`src/rtl/hd44780_seq.sv`:
```
// hd44780_seq: plays a command list from the hd44780_ram read port onto an
// HD44780 in 4-bit write-only mode. Word ops: 00 byte, 01 delay, 11 stop,
// 10 reserved (skipped).
module hd44780_seq #(
    parameter int unsigned ADDR_WIDTH = 8,
    parameter int unsigned SETUP_CYC  = 2,
    parameter int unsigned E_CYC      = 12,
    parameter int unsigned HOLD_CYC   = 12,
    parameter int unsigned POST_CYC   = 2000,
    parameter int unsigned TICK_CYC   = 48
) (
    input  logic                  clk,
    input  logic                  rst_n,
    input  logic                  i_start,
    input  logic [ADDR_WIDTH-1:0] i_start_addr,
    output logic [ADDR_WIDTH-1:0] o_raddr,
    input  logic [15:0]           i_rdata,
    output logic                  o_busy,
    output logic                  o_done,
    output logic                  o_lcd_rs,
    output logic                  o_lcd_e,
    output logic [3:0]            o_lcd_d
);

    localparam int unsigned MAX_AB  = (SETUP_CYC > E_CYC) ? SETUP_CYC : E_CYC;
    localparam int unsigned MAX_CD  = (HOLD_CYC > POST_CYC) ? HOLD_CYC : POST_CYC;
    localparam int unsigned MAX_ABC = (MAX_AB > MAX_CD) ? MAX_AB : MAX_CD;
    localparam int unsigned MAX_CYC = (MAX_ABC > TICK_CYC) ? MAX_ABC : TICK_CYC;
    localparam int unsigned CNT_W   = (MAX_CYC > 1) ? $clog2(MAX_CYC) : 1;

    // Phase counters count down from length-1 to 0.
    localparam logic [CNT_W-1:0] SETUP_LD = CNT_W'(SETUP_CYC - 1);
    localparam logic [CNT_W-1:0] E_LD     = CNT_W'(E_CYC - 1);
    localparam logic [CNT_W-1:0] HOLD_LD  = CNT_W'(HOLD_CYC - 1);
    localparam logic [CNT_W-1:0] POST_LD  = CNT_W'(POST_CYC - 1);
    localparam logic [CNT_W-1:0] TICK_LD  = CNT_W'(TICK_CYC - 1);

    localparam logic [1:0] OP_BYTE  = 2'b00;
    localparam logic [1:0] OP_DELAY = 2'b01;
    localparam logic [1:0] OP_STOP  = 2'b11;

    typedef enum logic [3:0] {
        S_IDLE, S_FETCH, S_DECODE, S_NSETUP, S_NE, S_NHOLD,
        S_POST, S_DELAY, S_NEXT, S_DONE
    } state_t;

    state_t                  state_q, state_nxt;
    logic [CNT_W-1:0]        cnt_q, cnt_nxt;
    logic [13:0]             dly_q, dly_nxt;
    logic [3:0]              lo_nib_q, lo_nib_nxt;
    logic                    nib_lo_q, nib_lo_nxt;
    logic [ADDR_WIDTH-1:0]   raddr_nxt;
    logic                    busy_nxt, done_nxt, rs_nxt, e_nxt;
    logic [3:0]              d_nxt;
    logic                    cnt_zero;

    assign cnt_zero = (cnt_q == '0);

    // State, datapath and registered output flops.
    always_ff @(posedge clk or negedge rst_n) begin
        if (!rst_n) begin
            state_q  <= S_IDLE;
            cnt_q    <= '0;
            dly_q    <= '0;
            lo_nib_q <= '0;
            nib_lo_q <= 1'b0;
            o_raddr  <= '0;
            o_busy   <= 1'b0;
            o_done   <= 1'b0;
            o_lcd_rs <= 1'b0;
            o_lcd_e  <= 1'b0;
            o_lcd_d  <= '0;
        end else begin
            state_q  <= state_nxt;
            cnt_q    <= cnt_nxt;
            dly_q    <= dly_nxt;
            lo_nib_q <= lo_nib_nxt;
            nib_lo_q <= nib_lo_nxt;
            o_raddr  <= raddr_nxt;
            o_busy   <= busy_nxt;
            o_done   <= done_nxt;
            o_lcd_rs <= rs_nxt;
            o_lcd_e  <= e_nxt;
            o_lcd_d  <= d_nxt;
        end
    end

    // Next-state decode.
    always_comb begin
        state_nxt = state_q;
        case (state_q)
            S_IDLE:   if (i_start) state_nxt = S_FETCH;
            S_FETCH:  state_nxt = S_DECODE;
            S_DECODE: begin
                case (i_rdata[15:14])
                    OP_BYTE:  state_nxt = S_NSETUP;
                    OP_DELAY: state_nxt = (i_rdata[13:0] == 14'd0) ? S_NEXT : S_DELAY;
                    OP_STOP:  state_nxt = S_DONE;
                    default:  state_nxt = S_NEXT;
                endcase
            end
            S_NSETUP: if (cnt_zero) state_nxt = S_NE;
            S_NE:     if (cnt_zero) state_nxt = S_NHOLD;
            S_NHOLD:  if (cnt_zero) state_nxt = nib_lo_q ? S_POST : S_NSETUP;
            S_POST:   if (cnt_zero) state_nxt = S_NEXT;
            S_DELAY:  if (cnt_zero && (dly_q == 14'd1)) state_nxt = S_NEXT;
            S_NEXT:   state_nxt = S_FETCH;
            S_DONE:   state_nxt = S_IDLE;
            default:  state_nxt = S_IDLE;
        endcase
    end

    // Datapath and output next values; E/busy/done follow the state being entered.
    always_comb begin
        cnt_nxt    = cnt_q;
        dly_nxt    = dly_q;
        lo_nib_nxt = lo_nib_q;
        nib_lo_nxt = nib_lo_q;
        raddr_nxt  = o_raddr;
        rs_nxt     = o_lcd_rs;
        d_nxt      = o_lcd_d;
        e_nxt      = (state_nxt == S_NE);
        busy_nxt   = (state_nxt != S_IDLE) && (state_nxt != S_DONE);
        done_nxt   = (state_nxt == S_DONE);
        case (state_q)
            S_IDLE: if (i_start) raddr_nxt = i_start_addr;
            S_DECODE: begin
                lo_nib_nxt = i_rdata[3:0];
                nib_lo_nxt = 1'b0;
                dly_nxt    = i_rdata[13:0];
                if (i_rdata[15:14] == OP_BYTE) begin
                    cnt_nxt = SETUP_LD;
                    rs_nxt  = i_rdata[8];
                    d_nxt   = i_rdata[7:4];
                end else begin
                    cnt_nxt = TICK_LD;
                end
            end
            S_NSETUP: cnt_nxt = cnt_zero ? E_LD : cnt_q - CNT_W'(1);
            S_NE:     cnt_nxt = cnt_zero ? HOLD_LD : cnt_q - CNT_W'(1);
            S_NHOLD: begin
                if (!cnt_zero) begin
                    cnt_nxt = cnt_q - CNT_W'(1);
                end else if (!nib_lo_q) begin
                    nib_lo_nxt = 1'b1;
                    d_nxt      = lo_nib_q;
                    cnt_nxt    = SETUP_LD;
                end else begin
                    cnt_nxt = POST_LD;
                end
            end
            S_POST: if (!cnt_zero) cnt_nxt = cnt_q - CNT_W'(1);
            S_DELAY: begin
                if (cnt_zero) begin
                    cnt_nxt = TICK_LD;
                    dly_nxt = dly_q - 14'd1;
                end else begin
                    cnt_nxt = cnt_q - CNT_W'(1);
                end
            end
            S_NEXT:  raddr_nxt = o_raddr + ADDR_WIDTH'(1);
            default: ;
        endcase
    end

endmodule

```
`config.mk`:
```
export PLATFORM = sky130hd
export DESIGN_NAME = hd44780_seq
export DESIGN_NICKNAME = d
export VERILOG_FILES = /design/src/rtl/hd44780_seq.sv
export SDC_FILE = /design/constraint.sdc
export NUM_CORES = 1
export LEC_CHECK = 0
export ABC_AREA = 1
export CORE_ASPECT_RATIO = 0.7
export CORE_MARGIN = 2
export CORE_UTILIZATION = 45
export CTS_CLUSTER_DIAMETER = 100
export CTS_CLUSTER_SIZE = 40
export DETAILED_ROUTE_END_ITERATION = 8
export PLACE_DENSITY = 0.7
export SYNTH_ARGS = -nofsm -noshare
export SYNTH_HDL_FRONTEND = slang
export SYNTH_SLANG_ARGS = --single-unit
```
`constraint.sdc`:
```
create_clock -name clk -period 1.5 [get_ports clk]
set_input_delay 0.3 -clock clk [delete_from_list [all_inputs] [get_ports clk]]
set_output_delay 0.3 -clock clk [all_outputs]
set_load 0.02 [all_outputs]
```
=== After elaboration in Yosys (flattened, before gate mapping) ===
Index checks and enable logic that the tools add are counted.

* Add/subtract/negate cells: 3
* Mux-type cells: 27
* Equality and inequality tests: 20
* Reduce and logical (&&, ||, !) cells: 18

{| class="wikitable"
|+ Operators with widths
! operator !! number
|-
| 11-bit two-way mux || 5
|-
| 11-bit case mux with 5 select lines || 1
|-
| 4-bit two-way mux || 10
|-
| 4-bit case mux with 9 select lines || 1
|-
| 14-bit case mux with 2 select lines || 1
|-
| 4-bit by 3-bit equality test with 1-bit output, second input constant || 5
|-
| 8-bit case mux with 2 select lines || 1
|-
| 14-bit by 1-bit equality test with 1-bit output, second input constant || 1
|-
| 14-bit zero test || 1
|-
| 14-bit two-way mux || 1
|-
| 14-bit by 1-bit subtractor with 14-bit output, second input constant || 1
|-
| 2-bit != test, second input constant || 6
|-
| 4-bit case mux with 3 select lines || 1
|-
| 11-bit zero test || 1
|-
| 11-bit by 1-bit subtractor with 11-bit output, second input constant || 1
|-
| 2-bit AND reduction || 5
|-
| 8-bit by 1-bit adder with 8-bit output, second input constant || 1
|-
| 4-bit by 2-bit equality test with 1-bit output, second input constant || 2
|-
| 4-bit equality test, second input constant || 2
|-
| 8-bit two-way mux || 1
|-
| 4-bit case mux with 2 select lines || 1
|-
| 6-bit two-way mux || 1
|-
| 2-bit nonzero test || 3
|-
| 5-bit nonzero test || 1
|-
| 13 further kinds || 14
|}

* Flip-flop bits (word level): 50

=== Depth between registers and ports, before layout ===
Gate-level depths: netlist of run 1.

* Word-level depth: 6
* Depth in mapped cells: 13
* Gate-level depth less buffers: 13

=== Least setup slack after synthesis of run 1 ===
No wires, ideal clock.

* Path kind: reg2reg
* Start: register cnt_q[0]
* End: register o_busy
* Period minus slack after synthesis: 1,533 ps
* Setup time: 120 ps
* Slack: -33 ps
* Stages on the path, launching flop included: 12
* Arrival: 1,413 ps
* Cells stage by stage: dfrtp_1 -> inv_1 -> ha_1 -> nand2_2 -> inv_2 -> nand2_2 -> o21ai_1 -> nand2_1 -> nand2_1 -> nand3_1 -> nor2_1 -> nor2_1

* Cells in the longest elaborated chain, start to end: 6
* Elaborated cells on any way between the ends: 11
* Those cells by class: 1 x eq/ne; 6 x mux; 4 x reduce/logical

{| class="wikitable"
|+ RTL lines
! what !! RTL line !! source
|-
| from (decl) || 48 || <nowiki>logic [CNT_W-1:0] cnt_q, cnt_nxt;</nowiki>
|-
| from (signal assigned) || 75 || <nowiki>cnt_q <= cnt_nxt;</nowiki>
|-
| 11-bit zero test (*) || 57 || <nowiki>assign cnt_zero = (cnt_q == '0);</nowiki>
|-
| 1-bit logical AND || 106 || <nowiki>S_DELAY: if (cnt_zero && (dly_q == 14'd1)) state_nxt = S_NEXT;</nowiki>
|-
| 4-bit two-way mux || 106 ||
|-
| 4-bit case mux with 9 select lines (*) || 91 || <nowiki>case (state_q)</nowiki>
|-
| 4-bit != test or 4-bit nonzero test (tied branches) || 123 || <nowiki>busy_nxt = (state_nxt != S_IDLE) && (state_nxt != S_DONE);</nowiki>
|-
| 1-bit logical AND (*) || 123 ||
|-
| named net busy_nxt || 53 || <nowiki>logic busy_nxt, done_nxt, rs_nxt, e_nxt;</nowiki>
|-
| to (signal assigned) || 80 || <nowiki>o_busy <= busy_nxt;</nowiki>
|-
| to (decl) || 18 || <nowiki>output logic o_busy,</nowiki>
|}

Mark *: on every way through the listed nets, which the timed path passes. The rest lies on a longest branch.
A chain may end at the register's enable or synchronous reset.

=== Worst setup path in the final report of run 1 ===
Ends and elaborated chain as after synthesis.

==> results of run 1 <==
## worst min-delay path: stages
cell and delay (ps):
dlygate4sd3_1 520, buf_2 120, buf_12 250
## sequential cells by signal (all words and copies together), names as in the netlist
name / cells
o_lcd_d: 4
nib_lo_q: 1
o_lcd_rs: 1
cnt_q: 11
o_lcd_e: 1
o_done: 1
dly_q: 14
state_q: 4
o_raddr: 8
o_busy: 1
lo_nib_q: 4
## power breakdown
group / switching [µW] / total, µW / internal (µW)
sequential: 451 / 2380 / 1930
combinational: 3260 / 5810 / 2550
clock: 480 / 800 / 320
## cell usage in the layout (no fill, tap or decap), drive strengths merged
| cell type | instances |
|---|---|
| o21ai | 43 |
| or2 | 1 |
| nor2 | 79 |
| a31oi | 5 |
| clkbuf | 5 |
| clkinvlp | 3 |
| and2 | 2 |
| a211oi | 3 |
| ha | 5 |
| inv | 60 |
| nor3 | 16 |
| nand3b | 2 |
| nand3 | 31 |
| dlygate4sd3 | 1 |
| o211ai | 3 |
| xor2 | 11 |
| dfrtp | 50 |
| nand4 | 7 |
| a22oi | 2 |
| clkdlybuf4s50 | 25 |
| o22ai | 5 |
| a311oi | 1 |
| dlygate4sd2 | 16 |
| buf | 89 |
| nand2 | 102 |
| a21oi | 17 |
| a41oi | 1 |
## routing by layer
metal	wire, µm	global-route usage	vias to the layer above
met1	4800	0.369	1661
li1	-	-	1747
met5	0	0	-
met2	4260	0.397	146
met3	655	0.0502	17
met4	116	0.0526	0
## cells by family (layout without fill, tap and decap cells)
logic type                 after synthesis  in the layout  synth area share
and+or+nand+nor                        238            240             0.344
AOI/OAI and AO/OA                       80             80             0.136
buffers and inverters                   68            199            0.0856
DFF                                     50             50             0.386
xor gates and xnor gates                11             11            0.0297
adders and majority gates                5              5            0.0193
## stage by stage
step | utilization | cells | power, µW | hold WS [ps] | setup TNS (ps)
final | 0.697 | 679 | 8990 | 489 | -3520
after global placement | 0.627 | 655 | 7170 | 314 | -3650
after global routing | 0.697 | 679 | 9650 | 518 | -7130
after CTS | 0.664 | 672 | 8340 | 490 | -2080
after detailed placement | 0.627 | 655 | 7300 | 314 | -4820
after floorplan | - | 452 | 5200 | 4.41 | -40.7
## final timing paths
kind	from	to	slack (ps)	depth (start not counted)
worst max register to register	cnt_q[0]	o_busy	-230	12
min in group clk	lo_nib_q[2]	lo_nib_q[2]	490	2
worst max-delay path	cnt_q[0]	o_busy	-230	12
worst min-delay path	rst_n	dly_q[0]	490	3
worst min register to register	lo_nib_q[2]	lo_nib_q[2]	490	2
max in group asynchronous	rst_n	state_q[1]	750	3
## final cells by class
class                      count  area share
multi-input combinational    336       0.413
timing repair buffer         131       0.233
clock inverter                 2     0.00313
sequential                    50       0.261
clock buffer                   5      0.0143
inverter                      61      0.0511
tap                           94      0.0245
## timing repair
action	CTS	global route
endpoints found under the setup margin	54	49
resized for setup	56	58
hold endpoints to repair	50	0
pin swaps	17	18
buffers inserted	8	7
hold buffers	1	0
cloned	2	0
==> flow_summary.ini, run 1 <==
[status]
outcome = finished with violations
failed_checks = negative setup slack

[floorplan]
std_cell_rows = 25
start_util = 0.472
die_area_um2 = 7920
ios = 43
die_w_um = 106
dieHeight_um = 75.1
core_um2 = 6880

[worst_setup_path]
crit_family = simple AND/OR/NAND/NOR gates
path_max_fanout = 4
startpoint_type = flop
path_cells = inv_2 -> ha_2 -> nand2_4 -> inv_4 -> nand2_2 -> nor2_2 -> nand2_1 -> nand2_1 -> nor2_2 -> nand3_1 -> nor2_1 -> nor2_1
path_buf_inv = 2
max_stage_delay_ps = 370
worstPathArrival_ps = 1950
crit_slowest_cell = dfrtp_1
crit_type = flop to flop
crit_path_end_kind = flop
required_ps = 1720

[sta]
drv_slew = 0
relSlewSlack = 0.784
worst_pin_slew_ps = 321
max_freq_mhz = 577
period_needed_ps = 1730
setup_violations = 33
setup_slack_ps = -234
period_share = 1.16
clock-skew-final_ps = 10.3
rsz0062_at_grt = yes
finalHoldViolations = 0

[clock_tree]
cts_buffers = 5
cts_root_buffer = clkbuf_8
clk_pin_slew_ps = 100
cts_tree = done
clk_latency_ps = 320
htreeDepth = 2
clock-sinks = 50
cts_buffer_depth = 2

[synth]
synth_top_area_frac = 0.386
synth-seq-cells = 50
synth.distinct_cells = 34
yosys_warnings = 0
synth_area_leader_cell = dfrtp_1
ys.flop_type = dfrtp_1
synthTopCellsByCount = nand2_1, nor2_1, dfrtp_1
synth-seq-area-share = 0.386
synth-async-reset-ratio = 1.00
synthCells = 452
synth_edf_count = 0
yosys-top-cells-area = dfrtp_1, nand2_1, nor2_1
synthMostInstantiatedCell = nand2_1
synthesis.area_um2 = 3250
avgSynthCellArea_um2 = 7.18
syn-num-nets = 484

[cells_and_area]
final_net_count = 617
multi_input_area_um2 = 1980
fillers = 551
drive_gt1_frac = 0.344
seqCellArea_um2 = 1250
antenna-diode-count = 0
syn2layout_area_growth_pct = 47.9
final_area_um2 = 4800

[route]
vias_per_cell = 5.26
ant_nets = 0
routedWlPerCell_um = 14.5
first_pass_iters = 5
vias = 3571
drt_iter0_markers = 269
drc = 0
totalWireLength_um = 9830

[global_routing]
grt_pass1_wl_um = 15700
gr-total-overflow = 0
grt_max_degree = 51
antenna_found_initial = 0
grt_pass1_vias = 3209
grtUsageTotal = 0.253

[place]
gp_congestion = 0.964
dp_hpwl_um = 6890
numPortBuffers = 42
placed_cell_area_um2 = 4310
post-place-ws_ps = -428

[power_and_ir_drop]
ir_worst_vdd_uv = 1040
power_density_nw_per_um2 = 1870
p_leak_uw = 0.00235

[job]
drv_cap = 0

[hold_path]
holdCritPathClass = input pin to asynchronous set/reset pin
(Power assumes the default switching activity.)
==> inputs of run 2 (changes only) <==
SKIP_LAST_GASP = 1   (was default)
==> flow_summary.ini, run 2 (synthesis results as in run 1) <==
[sta]
setup_violations = 32
tns_ps = -3240
drv_slew = 0
period_needed_ps = 1730
rsz0062_at_grt = yes
clock-skew-final_ps = 7.72
max_freq_mhz = 580
worst_pin_slew_ps = 340
period_share = 1.15
relSlewSlack = 0.771
setup_slack_ps = -225
finalHoldViolations = 0

[place]
numPortBuffers = 42
gp_congestion = 0.964
placed_cells = 655
dp_hpwl_um = 6890

[route]
drc = 0
first_pass_iters = 6
vias_per_cell = 5.26
routedWlPerCell_um = 14.4
drt_iter0_markers = 282
totalWireLength_um = 9790
ant_nets = 0
vias = 3570

[global_routing]
gr-total-overflow = 0
grtUsageTotal = 0.253
grt_pass1_vias = 3209
grt_pass1_wl_um = 15700
grt_max_degree = 51
antenna_found_initial = 0

[status]
failed_checks = negative setup slack
outcome = finished with violations

[cells_and_area]
largest-register = dly_q
antenna-diode-count = 0
seqCellArea_um2 = 1250
final_cell_mix = buf_4, nand2_1, nor2_1, dfrtp_1, inv_1
fillers = 556
multi_input_area_um2 = 1980
syn2layout_area_growth_pct = 47.8
mostFrequentLayoutCell = buf_4
drive_gt1_frac = 0.340
reg_top3 = dly_q (14), cnt_q (11), o_raddr (8)
final_net_count = 617
fin_cells = 679
largest_reg_flops = 14

[worst_setup_path]
startpoint_type = flop
worstPathArrival_ps = 1940
crit_path_end_kind = flop
crit_type = flop to flop
reg2regPathDepth = 12
required_ps = 1720
path_max_fanout = 4

[floorplan]
start_util = 0.472
core_um2 = 6880
die_w_um = 106
dieHeight_um = 75.1
die_area_um2 = 7920
std_cell_rows = 25
ios = 43

[clock_tree]
cts_root_buffer = clkbuf_8
cts_buffer_depth = 2
clk_latency_ps = 310
cts_tree = done
cts_buffers = 5
clk_pin_slew_ps = 100
clock-sinks = 50
htreeDepth = 2

[power_and_ir_drop]
ir_worst_vdd_uv = 1040
power_density_nw_per_um2 = 1870
p_leak_uw = 0.00235

[job]
drv_cap = 0

[hold_path]
holdCritPathClass = flop to flop
hold_depth = 2
[run 2: repair_timing]
| action | in CTS | in global routing |
|---|---|---|
| gates resized for setup | 56 | 55 |
| setup buffers | 8 | 7 |
| endpoints found under the setup margin | 54 | 49 |
| hold endpoints to repair | 50 | 0 |
| cloned | 2 | 0 |
| hold buffers | 1 | 0 |
| pin swaps | 17 | 18 |
[run 2: power breakdown]
group / total, µW / leakage, µW / internal [µW] / switching (µW)
clock network: 804 / 0.0000362 / 320 / 484
registers: 2380 / 0.000603 / 1930 / 452
logic: 5780 / 0.00171 / 2540 / 3240
total: 8970 / 0.00235 / 4800 / 4180
[run 2: path summary, 6_finish.rpt]
check / endpoint / slack (ps) / startpoint
max: o_busy / -230 / cnt_q[0]
min: lo_nib_q[2] / 490 / lo_nib_q[2]
max reg2reg: o_busy / -230 / cnt_q[0]
min reg2reg: lo_nib_q[2] / 490 / lo_nib_q[2]
max in group asynchronous: state_q[0] / 750 / rst_n
min in group asynchronous: dly_q[0] / 500 / rst_n
[run 2: through the flow]
step                hold WS (ps)  area, µm²   util  worst slack [ps]  power [µW]
floorplan                   4.41       3260      -             -28.7        5200
global placement             314       4310  0.627              -331        7170
detailed placement           314       4310  0.627              -428        7300
CTS                          490       4570  0.664              -143        8340
global route                 518       4800  0.697              -322        9630
finish                       489       4800  0.697              -225        8970
[run 2: final cells by class]
| class | instances | area share |
|---|---|---|
| multi-input combinational | 336 | 0.413 |
| sequential | 50 | 0.261 |
| tap | 94 | 0.0245 |
| clock buffer | 5 | 0.0143 |
| timing repair buffer | 131 | 0.233 |
| clock inverter | 2 | 0.00313 |
| inverter | 61 | 0.0511 |
[run 2: critical path: stages (launching register included)]
cell and delay [ps]:
dfrtp_1 370, inv_2 50, ha_2 190, nand2_4 110
inv_4 60, nand2_2 120, nor2_2 70, nand2_1 60
nand2_1 70, nor2_2 210, nand3_1 120, nor2_1 140
nor2_1 50
[run 2: metal layers]
layer	up-vias	part of all wire	global-route usage
li1	1745	-	-
met1	1666	0.48	0.369
met2	147	0.44	0.397
met3	12	0.071	0.0502
met4	0	0.011	0.0526
met5	-	0	0
